===== config.mk =====
export PLATFORM = sky130hd
export DESIGN_NAME = beam_thresh_ctrl
export DESIGN_NICKNAME = d
export VERILOG_FILES = /design/src/rtl/beam_thresh_ctrl.sv
export SDC_FILE = /design/constraint.sdc
export NUM_CORES = 1
export LEC_CHECK = 0
export BUFFER_PORTS_ARGS = -buffer_cell sky130_fd_sc_hd__buf_2
export CORE_MARGIN = 2
export CORE_UTILIZATION = 50
export DETAILED_ROUTE_END_ITERATION = 12
export PLACE_DENSITY_LB_ADDON = 0.2
export SYNTH_ARGS = -nofsm -noshare
export SYNTH_HDL_FRONTEND = slang
export SYNTH_SLANG_ARGS = --single-unit

===== constraint.sdc =====
create_clock -name clk_i -period 11.5 [get_ports clk_i]
set_clock_uncertainty 0.05 [all_clocks]
set_input_delay 0.575 -clock clk_i [delete_from_list [all_inputs] [get_ports clk_i]]
set_output_delay 0.575 -clock clk_i [all_outputs]
set_load 0.05 [all_outputs]

===== src/rtl/beam_thresh_ctrl.sv =====
// Threshold staging/load sequencer for the dual-beam trigger array, plus gated
// saturating per-beam trigger scalers with snapshot readout.
module beam_thresh_ctrl #(
  parameter int unsigned NPAIR       = 4,
  parameter int unsigned SCALER_BITS = 16,
  parameter int unsigned GATE_CYCLES = 375000,
  localparam int unsigned NBEAMS     = 2 * NPAIR,
  localparam int unsigned AW         = (NBEAMS > 1) ? $clog2(NBEAMS) : 1
) (
  input  logic                   clk_i,
  input  logic                   rst_i,
  input  logic                   wr_i,
  input  logic [AW-1:0]          addr_i,
  input  logic [17:0]            dat_i,
  output logic                   wr_ack_o,
  input  logic                   commit_i,
  output logic                   busy_o,
  output logic [17:0]            thresh_o,
  output logic [NBEAMS-1:0]      thresh_ce_o,
  output logic                   update_o,
  input  logic [NBEAMS-1:0]      trigger_i,
  input  logic [AW-1:0]          scal_addr_i,
  output logic [SCALER_BITS-1:0] scal_dat_o,
  output logic                   scal_new_o
);

  localparam int unsigned TW = 18;
  localparam int unsigned GW = (GATE_CYCLES > 1) ? $clog2(GATE_CYCLES) : 1;

  typedef enum logic [1:0] {
    ST_IDLE   = 2'd0,
    ST_LOAD   = 2'd1,
    ST_UPDATE = 2'd2
  } state_e;

  // Beam DSPs compare against the two's-complement negation of the threshold.
  function automatic logic [TW-1:0] conv(input logic [TW-1:0] t);
    return TW'(TW'(0) - t);
  endfunction

  state_e                 state_q;
  logic [AW-1:0]          idx_q;
  logic [AW-1:0]          idx_nxt;
  logic                   pend_q;
  logic                   busy_q;
  logic                   upd_q;
  logic [TW-1:0]          thresh_q;
  logic [NBEAMS-1:0]      ce_q;
  logic [TW-1:0]          stage_q [NBEAMS];
  logic [TW-1:0]          stage0_fwd;
  logic                   go;

  logic [GW-1:0]          gate_q;
  logic                   gate_last;
  logic [SCALER_BITS-1:0] cnt_q  [NBEAMS];
  logic [SCALER_BITS-1:0] snap_q [NBEAMS];
  logic [SCALER_BITS-1:0] scal_dat_q;
  logic                   scal_new_q;

  assign wr_ack_o    = wr_i & ~rst_i & (state_q == ST_IDLE);
  assign busy_o      = busy_q;
  assign thresh_o    = thresh_q;
  assign thresh_ce_o = ce_q;
  assign update_o    = upd_q;
  assign scal_dat_o  = scal_dat_q;
  assign scal_new_o  = scal_new_q;

  // A write landing in the same cycle as the go must reach beam 0's load.
  always_comb begin
    idx_nxt    = idx_q + AW'(1);
    stage0_fwd = stage_q[0];
    if (wr_ack_o && (addr_i == AW'(0))) begin
      stage0_fwd = dat_i;
    end
    go = commit_i | pend_q;
  end

  always_ff @(posedge clk_i) begin
    if (rst_i) begin
      for (int b = 0; b < NBEAMS; b++) begin
        stage_q[b] <= '0;
      end
    end else if (wr_ack_o) begin
      stage_q[addr_i] <= dat_i;
    end
  end

  // Load sequencer: one beam per cycle, then a single update strobe.
  always_ff @(posedge clk_i) begin
    if (rst_i) begin
      state_q  <= ST_IDLE;
      idx_q    <= '0;
      pend_q   <= 1'b0;
      busy_q   <= 1'b0;
      upd_q    <= 1'b0;
      thresh_q <= '0;
      ce_q     <= '0;
    end else begin
      upd_q    <= 1'b0;
      thresh_q <= '0;
      ce_q     <= '0;
      unique case (state_q)
        ST_IDLE: begin
          if (go) begin
            state_q  <= ST_LOAD;
            idx_q    <= '0;
            pend_q   <= 1'b0;
            busy_q   <= 1'b1;
            ce_q     <= NBEAMS'(1);
            thresh_q <= conv(stage0_fwd);
          end
        end
        ST_LOAD: begin
          if (commit_i) begin
            pend_q <= 1'b1;
          end
          if (idx_q == AW'(NBEAMS - 1)) begin
            state_q <= ST_UPDATE;
            upd_q   <= 1'b1;
          end else begin
            idx_q    <= idx_nxt;
            ce_q     <= NBEAMS'(1) << idx_nxt;
            thresh_q <= conv(stage_q[idx_nxt]);
          end
        end
        ST_UPDATE: begin
          if (commit_i) begin
            pend_q <= 1'b1;
          end
          state_q <= ST_IDLE;
          busy_q  <= 1'b0;
        end
        default: begin
          state_q <= ST_IDLE;
          busy_q  <= 1'b0;
        end
      endcase
    end
  end

  assign gate_last = (gate_q == GW'(GATE_CYCLES - 1));

  // Free-running gate; terminal cycle's trigger is folded into the snapshot.
  always_ff @(posedge clk_i) begin
    if (rst_i) begin
      gate_q     <= '0;
      scal_new_q <= 1'b0;
      scal_dat_q <= '0;
      for (int b = 0; b < NBEAMS; b++) begin
        cnt_q[b]  <= '0;
        snap_q[b] <= '0;
      end
    end else begin
      gate_q     <= gate_last ? '0 : gate_q + GW'(1);
      scal_new_q <= gate_last;
      scal_dat_q <= snap_q[scal_addr_i];
      for (int b = 0; b < NBEAMS; b++) begin
        logic [SCALER_BITS-1:0] inc;
        inc = (cnt_q[b] == '1) ? cnt_q[b] : cnt_q[b] + SCALER_BITS'(trigger_i[b]);
        if (gate_last) begin
          snap_q[b] <= inc;
          cnt_q[b]  <= '0;
        end else begin
          cnt_q[b]  <= inc;
        end
      end
    end
  end

endmodule


### Yosys cells after proc, flatten, opt, wreduce, memory -nomap -nowiden

Memories as Yosys holds them, arrays and structs flattened. A register that Yosys moved wholly into a read port is not among the register bits.
Index checks and enable logic that the tools add are counted.
W data, S select, Z words.

| word-level totals | value |
|---|---|
| bits in registers | 54 |
| RAM bits | 400 |
| bits of input ports | 36 |
| memories kept | 3 |

| operators by class | value |
|---|---|
| add/sub/neg operators | 12 |
| equal/unequal tests | 16 |
| shift operators | 1 |
| muxes and demuxes | 65 |
| bitwise operators | 29 |
| reduce and logical (&&, ||, !) cells | 13 |

Memory list:

| name | depth | bits a word | rd ports | clocked after memory_dff | write ports | line | source |
|---|---|---|---|---|---|---|---|
| stage_q | 8 | 18 | 2 | 0 | 8 | 49 | `logic [TW-1:0] stage_q [NBEAMS];` |
| cnt_q | 8 | 16 | 8 | 0 | 8 | 55 | `logic [SCALER_BITS-1:0] cnt_q [NBEAMS];` |
| snap_q | 8 | 16 | 1 | 1 | 8 | 56 | `logic [SCALER_BITS-1:0] snap_q [NBEAMS];` |

Operators by type and width:

| kind | count |
|---|---|
| $mux W16 | 32 |
| $add A16 B1 Y16 | 8 |
| $eq A16 B16 Y1 const B | 8 |
| $mux W18 | 4 |
| $pmux W18 S2 | 1 |
| $sub A1 B18 Y18 const A | 2 |
| $or A1 B1 Y1 | 25 |
| $add A19 B1 Y19 const B | 1 |
| $eq A19 B19 Y1 const B | 1 |
| $reduce_or A18 Y1 | 1 |
| $mux W1 | 17 |
| $pmux W8 S2 | 1 |
| $mux W3 | 3 |
| $mux W8 | 1 |
| $shl A1 B3 Y8 const A | 1 |
| $ne A2 B2 Y1 const B | 3 |
| $pmux W3 S2 | 1 |
| $reduce_and A3 Y1 | 2 |
| $reduce_or A2 Y1 | 3 |
| $mux W2 | 2 |
| $pmux W1 S2 | 2 |
| $pmux W2 S2 | 1 |
| $reduce_and A2 Y1 | 2 |
| $reduce_bool A2 Y1 | 2 |
| other kinds (10) | 12 |

### Depth between registers and ports, before layout

Gate-level depths: netlist of run 1.

| logic depth | value |
|---|---|
| word-level depth | 8 |
| gate-level depth with buffers | 15 |

### Worst setup path after synthesis of run 1

No wires, ideal clock.

| timing | value |
|---|---|
| path type | register -> register |
| start | register gate_q[9] |
| end | memory snap_q[0][0], enable pin |
| arrival time | 5254 ps |
| slack | 5653 ps |
| cell stages (with the launch flop) | 7 |
| buffers on the path | 2 |
| period minus slack after synthesis | 5847 ps |
| cell sequence | dfxtp_1 nor4b_1 nand3_1 nor4_2 or2_2 clkbuf_1 clkbuf_1 |

RTL lines:

| item | line | source |
|---|---|---|
| start, declared | 53 | `logic [GW-1:0] gate_q;` |
| start signal, assigned | 154 | `gate_q <= gate_last ? '0 : gate_q + GW'(1);` |
| end, declared | 56 |  |

==> summary.md, run 1 <==
The run finished with clean final reports. For the count of unique library cells instantiated by Yosys, the log shows 66. Along the worst hold path, the cell count comes to 3. By area the synthesized netlist is led by edfxtp_1, dfxtp_1, nor2_1, mux4_2, and2_1. Reg-to-reg critical path startpoint: gate_q[8]. Walking the worst path, the cells encountered are nor4b_1 > nand3_1 > nor4_2 > or2_4 > buf_4 > buf_4 > nor2_1. In this run the tightest slew margin relative to its limit is 27.2%.

The number of cells produced by synthesis was 1803; the area share of the largest cell type after synthesis was 53.9%. Once the floorplan was initialized, standard cells occupied 50.5% of the core. The simple logic cell fraction of the synthesized area came out at 18.5%. The floorplan has 77 rows.

In this run, the number of DRC markers left after iteration 0 of detailed routing was 1095. The slowest stage of the critical path is the buf_4 cell. Entering global routing, the biggest net connects 98 pins. After Yosys synthesis, full adders, half adders and majority gates account for 1.52% of the synthesized area. Wires add up to 49900 um. Summed over all cells, the static leakage comes to 9.40 nW.

The arrival time of the worst setup path is 4.47 ns. After synthesis, the largest family of logic cells by area is simple AND/OR/NAND/NOR gates. The largest single stage delay on the critical path is 0.88 ns. STA classifies the critical path startpoint as a flip-flop. The mean area per synthesized cell is 12.4 sq um, and the maximum fanout count along the critical path is 86. Timing would allow up to 0.237 GHz. The root buffer cell chosen for the clock tree is clkbuf_16. Setup violations remaining at the end of the flow were counted as 0. Total number of vias: 14200. The data required time at the worst endpoint is 11.74 ns, and the global router's overall resource usage is 21.7%. STA classifies the critical path endpoint as a flip-flop. By instance count, the cell type seen most on the critical path is buf_4. Summed over all layers, the global routing overflow is 0. The logs give 50 for the total CTS buffers and 0 for the number of cells upsized or downsized after cts. The max-slew violation total from the final report was 0; the clock transition at the registers of the reported paths was 0.06 ns.

Fraction of the mapped netlist area in compound gates: 2.59%. Die outline area: 46300 sq um. The tools report the placeable core region as 44100 sq um. The type of the worst setup path is flip-flop to flip-flop. Max-cap violations in this run came to 0.

In this run the critical register-to-register path is captured at cnt_q[0][60]. Dividing the final minimum period by the clock period gives 36.8%. Worst min-delay path class: input port to flip-flop. The path with the worst hold slack has its endpoint at pend_q. Measured in cells, the most critical reg-to-reg path has a length of 7.

The first detailed-routing pass ran for 6 iterations. TritonCTS built the clock tree. Transition at the pin with the smallest max-transition slack: 1.09 ns. The run gives 0.000136 V as the maximum ir drop on the vdd rail.

Time the final worst path needs with I/O delays and setup: 4.23 ns. The H-tree was split into 2 levels. The worst hold path startpoint is commit_i.

The overall die height was 215 um; the number of register bits inferred by synthesis was 470. Across the whole layout, storage elements account for 13400 sq um. Summing the sequential cell areas from Yosys gives 60.2% of the chip area.

Buffers placed on the I/O ports in this run total 81. The post-synthesis instance area was 22300 sq um; the XOR/XNOR share of the synthesized area was 6.09%. The multi-input combinational cells in the finished layout cover a total of 8910 sq um.

Yosys mapped a number of flops with a built-in enable equal to 400. The clock passes through at most 3 buffers. In this run the power density over the cells is 157 nW/um^2. The detailed placer's ending HPWL is 33900 um, and the number of global-route vias before repair is 14000.

0 antenna diodes ended up in the layout. Setup repair after global routing left no endpoint under its margin. The run gives 470 as the clock sink count. The via density per instance was 5.43; the synthesis-to-layout area growth was 13.4%.

The count of warnings emitted by yosys is 0, and the number of top-level design ports is 82. In this run, post-CTS hold repair placed 0 buffers. The number of buffers inserted to repair setup after CTS is 0.

The tools report the number of remaining DRC errors as 0. In the final layout, the share of cells above drive strength 1 is 12.2%. The mux share of post-synthesis cell area came out at 8.93%. For the final-report hold violation count, the log shows 0. The die extent in x is 215 um, and the wire length per cell after detailed routing is 19.0 um. Final-layout setup total negative slack: 0 ns.

For this run, the leading register cell type out of synthesis is edfxtp_1. The later-pin clock latency in the skew report was 0.59 ns. The first-pass GRT wire length was 78400 um; the cell count after placement was 2528. The final layout net count was 2051; the final antenna-violating net count was 0.

The setup check on the worst reg-to-reg path leaves a slack of 7.27 ns. The run gives 0 as the initial antenna violation count. edfxtp_1 takes more of the synthesized area than any other cell. After filler insertion, the fill cell instance count of the layout stands at 3702.

The congestion estimate from routability-driven global placement came to 0.869. The async set-reset flop share out of synthesis came out at 0%. Leaving out filler cells and counting taps, the final layout contains 2621.
==> placed cells by master (no fill, tap or decap), types with 30 or more instances in the layout <==
cell type,instances
and2_1,130
and3_1,43
buf_2,81
clkbuf_16,51
conb_1,128
dfxtp_1,70
edfxtp_1,400
mux2i_1,45
mux4_2,47
nand2_1,76
nand3_1,65
nand4_1,45
nor2_1,364
nor3_1,30
xnor2_1,65
xor2_1,90
==> worst max-delay path by stage <==
stage,from,end,slack [ns]
5_1_grt,gate_q[8],cnt_q[0][59],6.95
6_report,gate_q[8],cnt_q[0][60],7.27
3_5_place_dp,gate_q[8],cnt_q[0][60],7.24
3_3_place_gp,rst_i,thresh_o[8],7.20
2_1_floorplan,gate_q[9],snap_q[0][0],5.65
4_1_cts,gate_q[8],cnt_q[0][60],7.22
==> Yosys cell counts, types with 3 or more instances <==
cell	count
edfxtp_1	400
nor2_1	364
and2_1	130
xor2_1	90
nand2_1	76
dfxtp_1	70
nand3_1	65
xnor2_1	65
clkbuf_1	63
mux4_2	47
mux2i_1	45
nand4_1	45
and3_1	43
nor3_1	34
a21oi_1	28
ha_1	27
inv_1	20
mux4_1	14
nand2b_1	14
buf_2	13
or2_2	13
or3_1	12
o21ai_0	11
and4_1	10
a22oi_1	9
nor4_1	9
buf_1	8
o22ai_1	8
nand3b_1	5
or4_1	5
mux2i_4	4
nor2b_1	4
a31oi_1	3
buf_6	3
nor3b_1	3
o211ai_1	3
o21bai_1	3
o32ai_1	3
==> layer usage <==
layer,routed length [um],track usage (%),vias up
li1,-,-,6754
met1,22200,30.3,6986
met2,23600,35.2,394
met3,2850,3.57,87
met4,1230,6.71,0
met5,0,0,-
==> power breakdown <==
part / internal [mW] / leakage [nW] / switching [mW]
clock: 0.945 / 0.788 / 0.669
combinational: 0.125 / 3.92 / 0.245
sequential: 1.94 / 4.69 / 0.0506
==> kinds of logic after synthesis <==
| logic type | Yosys count |
|---|---|
| AND/OR/NAND/NOR | 842 |
| flip-flops | 470 |
| XOR/XNOR | 155 |
| multiplexers | 112 |
| buffers and inverters | 110 |
| AO/OA/AOI/OAI | 86 |
| adder cells (fa/ha/maj) | 27 |
| other | 1 |
==> critical path, delay by kind of cell, from the launching register on <==
family	cells	cell delay, ns
flip-flops	1	0.37
buffers and inverters	2	1.68
AND/OR/NAND/NOR	5	1.70
==> sequential cells by signal, summed over array words and instances (netlist names), 2 cells and up <==
signal,cells
stage_q,144
cnt_q,128
snap_q,128
gate_q,19
thresh_o,18
scal_dat_o,16
thresh_ce_o,8
idx_q,3
state_q,2
==> area by class of cell <==
cell class	count	area share [%]
flip-flops and latches	470	53.0
multi-input cells	1350	35.2
clock buffers	71	5.59
well taps	592	2.93
repair buffers	96	2.05
clock inverters	22	0.866
inverters	20	0.297
==> per-stage QoR <==
| step | power (mW) | utilization (%) | setup WS (ns) | cell area, sq um | hold WS [ns] |
|---|---|---|---|---|---|
| floorplan | 2.29 | - | 5.65 | 22800 | 0.368 |
| CTS | 4.01 | 57.3 | 7.22 | 25300 | 0.186 |
| finish | 3.98 | 57.3 | 7.27 | 25300 | 0.218 |
| global placement | 2.39 | 53.6 | 7.20 | 23700 | 0.380 |
| detailed placement | 2.39 | 53.6 | 7.24 | 23700 | 0.389 |
| global route | 4.11 | 57.3 | 6.95 | 25300 | 0.222 |
Note: power is estimated with default switching activity, not from simulation.
==> inputs of run 2 (changes only) <==
Clock period 11.5 ns to 4.4 ns, I/O delays scaled along.
==> run 2 against run 1 <==
Clock power increased to 2.7 times the previous value. Sequential power rose to 2.6 times the previous value. Largest cell class unchanged. Highest routed layer unchanged. Via count increased by 1.3%. Sequential cell count stayed put. Core utilization up 0.48 points. Largest power group unchanged. Sequential share of layout area decreased by 0.44 points. Die area unchanged. Final cell count rose by 0.61%. Combinational power grew to 2.7 times the previous value. Critical endpoint is now thresh_o[16]. Total power grew to 2.6 times the previous value.
==> summary.md, run 2 (synthesized netlist as in run 1, its figures left out) <==
The flow ran to the end, and the final reports show no timing, DRC or antenna violations. Hold timing on the final database bottoms out at a slack of 0.0310 ns. The share of the clock period used by the worst path after layout came out at 78.2%. Cell count after placement: 2538. The count of nets left with antenna violations once routing finished came out at 0.

Derived from the worst setup path, the maximum achievable clock frequency is 0.291 GHz. The number of global-route vias before repair was 14400; the die extent in x was 215 um. The worst hold path belongs to the class input port to flip-flop. The setup slack of the critical path after layout was 0.958 ns.

The number of I/O port buffers was 81. In the layout the commonest cells are edfxtp_1, nor2_1, and2_1. The run gives 3650 as the total of fill cells in the finished design.

The logs give 57.8% for the post-route core utilization and 22.7% for the global router's overall resource usage. Once the clock tree was built, the resizer swapped 0 gates to a different size. OpenSTA, run right after detailed placement, puts the worst setup slack at 0.970 ns. For this run the aggregate overflow at the end of global routing stands at 0. After clock tree synthesis, the setup repair step added 0 buffers. For the detailed router's first-iteration violation count, the log shows 1252.

From synthesis to final layout, the design area changed by 14.4%. The register with the most flip-flops in the layout has 144 of them. For the max-capacitance violation count, the log shows 0.

For the first-pass detailed-route iteration total, the log shows 5. The logs give 49 for the total CTS buffers and 4.81 ns for the data required time at the worst endpoint. Dividing total power by cell area gives a power density of 411 nW/um^2. STA classifies the critical path endpoint as a flip-flop.

For the total number of vias, the log shows 14400. After detailed routing, the average wire length per cell comes to 19.6 um. Summing internal, switching and leakage power gives 10.5 mW.

The cell leakage power was 9.51 nW. The run gives 82 as the number of top-level design ports. Final-layout setup total negative slack: 0 ns.

Tightest slew margin relative to the limit: 26.2%. The time the final worst path needs with I/O delays and setup is 3.44 ns, and the maximum number of pins on one net before global-route repair is 75. The tools report the instance area after placement as 23800 sq um. Data arrives at the worst endpoint at 3.85 ns.

The die outline area is 46300 sq um. In this run the vertical extent of the chip is 215 um. The cell sitting at the root of the clock tree is a clkbuf_16. VDD sags by at most 0.000340 V. Setup repair after global routing left no endpoint under its margin.

Detailed placement ended at an HPWL of 35100 um. The routed design has 51800 um of wire. Summing all non-filler instances in the final layout gives an area of 25500 sq um.

For the weighted congestion reported at the end of routability-driven placement, the log shows 0.877. The first global-routing pass estimated 82000 um of wire. The setup path with the least slack is of type flip-flop to flip-flop.

In this run the worst path has a maximum fanout of 27. The max-slew violation total from the final report was 0; the final-report hold violation count was 0. In the final layout, the registers with the most flip-flops are stage_q x144, cnt_q x128, snap_q x128.

The final layout net count is 2067. The register containing the most flip-flops in the final layout was stage_q. The run gives 44100 sq um as the placeable core region.

In this run the core area contains 77 standard-cell rows. At the pin with the least slew margin, the transition time is 1.11 ns. The longest clock path from root to sink contains 3 buffers. The tools report the starting density of the core as 50.5%. The via density per instance works out to 5.47. TritonCTS built the clock tree. For this run, design rule violations remaining after detail routing come to 0. The fraction of layout cells with a size suffix above 1 was 12.7%.

The launching element type of the critical path is a flip-flop. The clock net in this run drives a total of 470 sinks. The initial antenna violation count is 0.

The deepest level of the CTS H-tree was 2; the number of non-filler instances in the completed layout was 2637. The tools report the total of endpoints with negative setup slack in the final report as 0. Clock-pin slew was measured on the worst setup and hold paths at 0.07 ns. Leaving out fill and tap cells, the most frequent cell in the layout is edfxtp_1. The later-pin clock latency in the skew report is 0.59 ns, and the antenna diode instance count is 0.
run 2: cell types whose count changed in the layout (fill, tap and decap cells not counted), moves of 2 or more:
cell,before,now
buf_12,0,4
buf_4,15,21
clkbuf_1,13,6
clkbuf_8,6,1
clkinv_1,7,12
clkinv_2,5,8
clkinvlp_4,4,2
dlygate4sd3_1,0,7
inv_4,0,2
run 2: critical path, cell delays in order (launching register included):
cell and delay (ns):
dfxtp_1 0.35, ha_1 0.19, ha_1 0.91, mux4_2 0.41
mux2i_1 0.30, a21boi_0 0.29, nor4b_2 0.34, nand4_1 0.16
xor2_1 0.20, o22ai_1 0.08
run 2: worst paths after layout:
path,startpoint,endpoint,slack (ns),depth (start not counted)
worst min register to register,gate_q[0],gate_q[0],0.42,1
worst min-delay path,trigger_i[4],cnt_q[1][0],0.03,4
worst max-delay path,idx_q[1],thresh_o[16],0.96,9
worst max register to register,idx_q[1],thresh_o[16],0.96,9
run 2: area by class of cell:
type	count	area [sq um]	share of cell area, %
clock buffer	59	1340	5.25
tap	592	741	2.90
sequential	470	13400	52.6
clock inverter	33	309	1.21
inverter	20	75.1	0.294
timing repair buffer	113	713	2.80
multi-input combinational	1350	8910	34.9
run 2: power breakdown:
group	internal [mW]	leakage [nW]	total, mW	switching (mW)
clock network	2.47	0.808	4.28	1.81
registers	5.07	4.69	5.21	0.138
logic	0.343	4.01	0.990	0.647
run 2: timing repair:
item	CTS	global route
endpoints found under the hold margin	31	0
hold buffers	7	0
setup endpoints to repair	0	0
run 2: metal layers:
metal,share of wire [%],track usage (%),vias up
li1,-,-,6790
met1,44,31.6,7094
met2,48,37.2,445
met3,5.8,4.12,83
met4,2.1,5.49,0
met5,0,0,-
